[src/rtl/vga_pkg.sv]
// +------------------------------------------------------------------+
// | vga_pkg : shared screen geometry, pixel types and sequencer state |
// | rev 1.0                                                           |
// +------------------------------------------------------------------+
`default_nettype none

package vga_pkg;

  localparam int SCREEN_W = 160;
  localparam int SCREEN_H = 120;

  typedef logic [7:0] x_t;
  typedef logic [6:0] y_t;
  typedef logic [2:0] colour_t;

  typedef enum logic [2:0] {
    IDLE     = 3'd0,
    FILL     = 3'd1,
    FILL_REL = 3'd2,
    FIG      = 3'd3,
    DONE     = 3'd4
  } seq_state_t;

endpackage

`default_nettype wire

[src/rtl/plot_mux_reg.sv]
// +------------------------------------------------------------------+
// | plot_mux_reg : engine plot select, bounds clip, output register   |
// | and saturating plot counter. rev 1.0                              |
// +------------------------------------------------------------------+
`default_nettype none

module plot_mux_reg
  import vga_pkg::*;
#(
  parameter int MAX_X = vga_pkg::SCREEN_W,
  parameter int MAX_Y = vga_pkg::SCREEN_H
) (
  input  logic       clk,
  input  logic       rst_n,
  input  seq_state_t state,
  input  logic       clr,
  input  x_t         fill_x,
  input  y_t         fill_y,
  input  colour_t    fill_colour,
  input  logic       fill_plot,
  input  x_t         fig_x,
  input  y_t         fig_y,
  input  colour_t    fig_colour,
  input  logic       fig_plot,
  output x_t         vga_x,
  output y_t         vga_y,
  output colour_t    vga_colour,
  output logic       vga_plot,
  output logic [15:0] plot_count
);

  logic    has_src;
  x_t      sel_x;
  y_t      sel_y;
  colour_t sel_colour;
  logic    sel_plot;
  logic    emit;

  always_comb begin
    has_src    = 1'b0;
    sel_x      = '0;
    sel_y      = '0;
    sel_colour = '0;
    sel_plot   = 1'b0;
    case (state)
      FILL: begin
        has_src    = 1'b1;
        sel_x      = fill_x;
        sel_y      = fill_y;
        sel_colour = fill_colour;
        sel_plot   = fill_plot;
      end
      FIG: begin
        has_src    = 1'b1;
        sel_x      = fig_x;
        sel_y      = fig_y;
        sel_colour = fig_colour;
        sel_plot   = fig_plot;
      end
      default: ;
    endcase
  end

  assign emit = sel_plot && (32'(sel_x) < MAX_X) && (32'(sel_y) < MAX_Y);

  always_ff @(posedge clk or negedge rst_n) begin
    if (!rst_n) begin
      vga_x      <= '0;
      vga_y      <= '0;
      vga_colour <= '0;
      vga_plot   <= 1'b0;
      plot_count <= '0;
    end else begin
      vga_plot <= emit;
      // Coordinates track the selected engine even for clipped pixels.
      if (has_src) begin
        vga_x      <= sel_x;
        vga_y      <= sel_y;
        vga_colour <= sel_colour;
      end
      if (clr)
        plot_count <= '0;
      else if (emit && (plot_count != 16'hFFFF))
        plot_count <= plot_count + 16'd1;
    end
  end

endmodule

`default_nettype wire

[src/rtl/plot_sequencer.sv]
// +------------------------------------------------------------------+
// | plot_sequencer : runs clear engine then figure engine per frame,  |
// | muxing their plots onto the VGA adapter. rev 1.0                  |
// +------------------------------------------------------------------+
`default_nettype none

module plot_sequencer
  import vga_pkg::*;
#(
  parameter int SCREEN_W = vga_pkg::SCREEN_W,
  parameter int SCREEN_H = vga_pkg::SCREEN_H,
  parameter int TIMEOUT  = 65535
) (
  input  logic        clk,
  input  logic        rst_n,
  input  logic        start,
  output logic        done,
  output logic        err,
  output logic        fill_start,
  input  logic        fill_done,
  input  x_t          fill_x,
  input  y_t          fill_y,
  input  colour_t     fill_colour,
  input  logic        fill_plot,
  output logic        fig_start,
  input  logic        fig_done,
  input  x_t          fig_x,
  input  y_t          fig_y,
  input  colour_t     fig_colour,
  input  logic        fig_plot,
  output x_t          vga_x,
  output y_t          vga_y,
  output colour_t     vga_colour,
  output logic        vga_plot,
  output logic [15:0] plot_count
);

  // Timer starts at 0 on phase entry, so this value is the TIMEOUT-th cycle.
  localparam logic [15:0] TIMER_LAST = 16'(TIMEOUT - 1);

  seq_state_t  state;
  logic [15:0] timer;
  logic        timeout_hit;
  logic        run_clr;

  assign timeout_hit = (timer == TIMER_LAST);
  assign run_clr     = (state == IDLE) && start;

  always_ff @(posedge clk or negedge rst_n) begin
    if (!rst_n) begin
      state      <= IDLE;
      timer      <= '0;
      err        <= 1'b0;
      done       <= 1'b0;
      fill_start <= 1'b0;
      fig_start  <= 1'b0;
    end else begin
      case (state)
        IDLE: begin
          if (start) begin
            err        <= 1'b0;
            timer      <= '0;
            fill_start <= 1'b1;
            state      <= FILL;
          end
        end
        FILL: begin
          timer <= timer + 16'd1;
          if (fill_done) begin
            fill_start <= 1'b0;
            state      <= FILL_REL;
          end else if (timeout_hit) begin
            fill_start <= 1'b0;
            err        <= 1'b1;
            done       <= 1'b1;
            state      <= DONE;
          end
        end
        FILL_REL: begin
          timer <= timer + 16'd1;
          if (!fill_done) begin
            timer     <= '0;
            fig_start <= 1'b1;
            state     <= FIG;
          end else if (timeout_hit) begin
            err   <= 1'b1;
            done  <= 1'b1;
            state <= DONE;
          end
        end
        FIG: begin
          timer <= timer + 16'd1;
          if (fig_done) begin
            fig_start <= 1'b0;
            done      <= 1'b1;
            state     <= DONE;
          end else if (timeout_hit) begin
            fig_start <= 1'b0;
            err       <= 1'b1;
            done      <= 1'b1;
            state     <= DONE;
          end
        end
        DONE: begin
          // Hold off until both engines have released their done handshakes.
          if (!start && !fig_done && !fill_done) begin
            done  <= 1'b0;
            state <= IDLE;
          end
        end
        default: begin
          fill_start <= 1'b0;
          fig_start  <= 1'b0;
          done       <= 1'b0;
          state      <= IDLE;
        end
      endcase
    end
  end

  plot_mux_reg #(
    .MAX_X (SCREEN_W),
    .MAX_Y (SCREEN_H)
  ) u_plot_mux_reg (
    .clk         (clk),
    .rst_n       (rst_n),
    .state       (state),
    .clr         (run_clr),
    .fill_x      (fill_x),
    .fill_y      (fill_y),
    .fill_colour (fill_colour),
    .fill_plot   (fill_plot),
    .fig_x       (fig_x),
    .fig_y       (fig_y),
    .fig_colour  (fig_colour),
    .fig_plot    (fig_plot),
    .vga_x       (vga_x),
    .vga_y       (vga_y),
    .vga_colour  (vga_colour),
    .vga_plot    (vga_plot),
    .plot_count  (plot_count)
  );

endmodule

`default_nettype wire

[config.mk]
export PLATFORM = sky130hd
export DESIGN_NAME = plot_sequencer
export DESIGN_NICKNAME = d
export VERILOG_FILES = /design/src/rtl/vga_pkg.sv /design/src/rtl/plot_mux_reg.sv /design/src/rtl/plot_sequencer.sv
export SDC_FILE = /design/constraint.sdc
export NUM_CORES = 1
export LEC_CHECK = 0
export ABC_AREA = 1
export CAP_MARGIN = 30
export CORE_ASPECT_RATIO = 1.25
export CORE_MARGIN = 3
export CORE_UTILIZATION = 54
export CTS_CLUSTER_DIAMETER = 200
export DETAILED_ROUTE_END_ITERATION = 7
export GPL_TIMING_DRIVEN = 0
export PLACE_DENSITY = 0.94
export RECOVER_POWER = 25
export SYNTH_ARGS = -nofsm -noshare
export SYNTH_HDL_FRONTEND = slang
export SYNTH_SLANG_ARGS = --single-unit
[constraint.sdc]
create_clock -name clk -period 5.35 [get_ports clk]
set_clock_uncertainty 0.1 [all_clocks]
set_input_delay 0.8025 -clock clk [delete_from_list [all_inputs] [get_ports clk]]
set_output_delay 0.8025 -clock clk [all_outputs]
set_load 0.01 [all_outputs]
# == After elaboration in Yosys (flattened, before gate mapping) ==
# Index checks and enable logic that the tools add are counted.
# classes
n_lt_le_gt_ge,2
n_bitwise,3
div,0
n_reduce_logical,22
muxes,36
n_mul,0
add_sub_neg,2
n_eq_ne,14
shift,0
# op_table
cell,n
two-way mux 16 bit,4
one-hot mux 16 bit (3 select lines),1
"adder 16 x 1 -> 16 bit, second input constant",2
two-way mux 3 bit,6
"== test 16 bit, second input constant",1
two-way mux 1 bit,16
"inequality test 16 bit, second input constant",1
one-hot mux 8 bit (2 select lines),1
one-hot mux 3 bit (5 select lines),1
one-hot mux 7 bit (2 select lines),1
"inequality test 2 bit, second input constant",6
"less-than comparator 8 bit, second input constant",1
"less-than comparator 7 bit, second input constant",1
"== test 3 x 2 -> 1 bit, second input constant",2
logical AND 1 bit,6
"inequality test 3 bit, second input constant",2
one-hot mux 1 bit (3 select lines),2
one-hot mux 3 bit (2 select lines),1
AND reduction 3 bit,2
OR reduction 3 bit,2
one-hot mux 1 bit (5 select lines),1
AND reduction 5 bit,1
one-hot mux 1 bit (4 select lines),1
AND reduction 2 bit,2
other kinds (11),15
# word_totals
latchBits,0
word_cells,90
reg_bits,58
mem_bits_rw,0
in_bits,43
romBits,0
mem_count,0
output_inout_bits,39

# == Logic depth before layout (Yosys ltp) ==
# logic_depth
depth_word,8
depth_mapped,12
ltp_nobuf,10

# == Cells and area by module ==
# Synthesis repeated with hierarchy kept, for this count alone.
# hier_totals
hier_cells,490
area_unflattened_um2,3622.2
# modules_own_cells
module,area_per_inst_um2,cells_per_inst,seq_area_each_um2,n_inst
plot_mux_reg,2127.0,275,875.8,1
plot_sequencer,1495.2,215,575.6,1

# == Worst setup path after synthesis ==
# Ideal clock, no wire load.
# synth_path
path_type,reg2reg
startpoint,reg u_plot_mux_reg.plot_count[0]
endpoint,reg u_plot_mux_reg.plot_count[10]
synth_period_minus_slack_ns,1.816
path_slack_ns,3.534
path_buffers,1
required_time_ns,5.131
setup_time_ns,0.119
stages_incl_launch_ff,8
arrival_time_ns,1.597
cell_sequence,dfrtp_1 > ha_1 > nand3_2 > nor3_4 > nand4_2 > clkbuf_1 > nand4_1 > nand2_1
# synth_between
elab_chain_len,3
elab_cells_between_ends,6
cone_classes,add/sub (1); eq/ne (1); mux (2); reduce/logical (2)
# synth_rtl
element,line,text
from (decl),plot_mux_reg.sv:29,output logic [15:0] plot_count
from (signal assigned),plot_mux_reg.sv:84,plot_count <= plot_count + 16'd1;
adder 16 x 1 -> 16 bit / inequality test 16 bit (equally long branches),"plot_mux_reg.sv:84, plot_mux_reg.sv:83",
two-way mux 16 bit / logical AND 1 bit (equally long branches),plot_mux_reg.sv:83,else if (emit && (plot_count != 16'hFFFF))
two-way mux 16 bit / nonzero test 2 bit (equally long branches),-,
# Parallel ways exist; a longest one is shown, timed or not. The select of a mux whose other input is x is not followed.
# A chain may end at the register's enable or synchronous reset.

==> qor.yml <==
synth_seq_cells: 58
fmax_mhz: 323
synthMuxAreaShare_pct: 0
drt-pass1-iter-count: 7
die_width_um: 76.6
worst-r2r-setup-slack_ps: 3170
synth_simple_gate_area_share_pct: 38.9
finalPower_uw: 1950
relSlewSlack_pct: -8.63
finalCritPeriodShare_pct: 57.9
yosysUniqueCellTypes: 33
synth_top_family_by_area: "simple AND/OR/NAND/NOR gates"
reg2regPathDepth: 8
via_per_inst: 5.63
synth_top_area_share_pct: 43.2
grt_use_met1_pct: 30.0
antenna_found_initial: 0
finalSetupViolCount: 0
grt_pass1_wl_um: 15800
drv_cap: 2
synth_compound_area_share_pct: 5.77
syn_to_final_growth_pct: 32.9
vias: 3578
wirelength_um: 9270
path_cells: "clkbuf_1 > clkbuf_1"
grt_util_met3_pct: 8.45
synthAdderAreaFrac_pct: 1.12
yosysMostFrequentCell: "nand2_1"
grt_pass1_vias: 3591
hold_path.class: "flip-flop to flip-flop"
ys_top_cells_by_count: "126 x nand2_1, 63 x nand3_1, 58 x dfrtp_1, 44 x inv_1, 39 x nor2_1"
io_buffers: 81
powerDensity_mw_per_mm2: 436
setup_total_negative_slack_ps: 0
diodes: 0
cp_top_family: "buffers and inverters"
slew_viol_final: 61
vdd_drop_max_mv: 0.377
cts_buffers: 9
cp.depth: 2
worstPathRequired_ps: 5420
rows: 31
cpPeakStageDelay_ps: 1190
cts_resized: 0
drive_gt1_share_pct: 7.59
arrival_ps: 3170
rsz0062_at_grt: "no"
pin_count: 82
avgSynthCellArea_um2: 7.39
status: "finished, violations left"
postCtsSetupBuffers: 0
drc: 0
crit_buf_inv: 2
fin_ws_ps: 2250
ys.warnings.count: 0
syn-num-nets: 501
hold_violations: 0
cts_root_buffer: "clkbuf_8"
cts_tree: "yes"
netlist_instances: 455
timing.hold.ws_ps: 392
postCtsHoldBufs: 0
crit_fanout: 31
htree_levels: 3
start_util_pct: 57.0
cp-start-kind: "primary input"
die_area_mm2: 0.00721
tightestPinTransition_ps: 1630
busiest_layer: "met2"
use_met2_pct: 47.9
ys_seq_area_share_pct: 43.2
placed_cells: 619
place_hpwl_um: 7000
final_cells: 635
crit_top_cell: "clkbuf_1"
clockBufferDepth: 2
die_height_um: 94.2
endpoint_kind: "asynchronous set/reset pin"
gp_congestion: 0.962
ant_nets: 0
grt_max_degree: 32
wl_per_cell_um: 14.6
period_needed_ps: 3100
synth_area_leader_cell: "dfrtp_1"
cts.clk_slew.worst_paths_ps: 70
post-place-ws_ps: 2840
initialDrtViolationCount: 357
violations: "max-capacitance violations, max-slew violations"
synth_ff_type: "dfrtp_1"
synth_edf_count: 0
synth-xor-area-share_pct: 2.87
synthArstFlopShare_pct: 100
cp_slowest_cell: "clkbuf_1"
clk_latency_ps: 340
power_leakage_uw: 0.00213
netlist_area_mm2: 0.00336
synth_area_leaders: "dfrtp_1 43%, nand2_1 14%, nand3_1 9.4%"
nNetsFinal: 594
globalRouteOverflowTotal: 0
holdPathStages: 2
core_mm2: 0.00590
numClockSinks: 58
gr-usage-all-layers_pct: 27.0
crit_type: "primary input to asynchronous set/reset pin"
-- layer usage --
metal	vias up	part of all wire [%]
met5	-	0
met4	0	2.0
met3	22	9.0
met2	193	51
met1	1675	38
li1	1688	-
-- registers in the layout (all words and copies together), names as in the netlist --
name,flops
done,1
err,1
timer,16
fill_start,1
u_plot_mux_reg.vga_x,8
u_plot_mux_reg.plot_count,16
u_plot_mux_reg.vga_colour,3
u_plot_mux_reg.vga_plot,1
fig_start,1
state,3
u_plot_mux_reg.vga_y,7
-- metrics by stage --
| step | area (µm²) | util, % |
|---|---|---|
| 4_1_cts | 4480 | 76.1 |
| 6_report | 4470 | 75.8 |
| 5_1_grt | 4470 | 75.8 |
| 3_5_place_dp | 4290 | 72.8 |
| 3_3_place_gp | 4280 | 72.5 |
| 2_1_floorplan | 3360 | - |
-- kinds of logic after synthesis --
family | Yosys count
flip-flops | 58
XOR/XNOR | 11
adder cells (fa/ha/maj) | 3
AND/OR/NAND/NOR | 283
AO/OA/AOI/OAI | 35
buffers and inverters | 65
-- where the power goes --
group,internal [µW],switching [µW]
clock,216,186
combinational,375,536
sequential,553,83.4
total,1140,806
-- path summary, 6_finish.rpt --
check	from	end
worst max-delay path	rst_n	u_plot_mux_reg.plot_count[1]
worst min-delay path	fill_start	fill_start
worst max register to register	u_plot_mux_reg.plot_count[0]	u_plot_mux_reg.plot_count[7]
worst min register to register	fill_start	fill_start
max in group clk	u_plot_mux_reg.plot_count[13]	plot_count[13]
min in group asynchronous	rst_n	u_plot_mux_reg.vga_colour[2]
-- worst register-to-register path, delay by kind of cell, from the launching register on --
| family | cells | cell delay (ps) |
|---|---|---|
| AND/OR/NAND/NOR | 6 | 1090 |
| flip-flops | 1 | 460 |
| adder cells (fa/ha/maj) | 1 | 290 |
| buffers and inverters | 1 | 170 |
-- cell type report --
type,count,area [µm²]
multi-input combinational,332,1640
inverter,51,191
timing repair buffer,82,808
sequential,58,1450
fill,407,1430
tap,82,103
clock inverter,6,66.3
clock buffer,10,128
buffer,14,82.6
-- layout by cell type (no fill, tap or decap), types with 10 or more instances in the layout --
master           count
nor2_1              39
dfrtp_1             58
nand3_1             63
nand2_1            126
clkbuf_1            10
nand4_1             30
o21ai_0             11
inv_1               44
a21oi_1             17
clkdlybuf4s50_1     80
(Power assumes the default switching activity.)
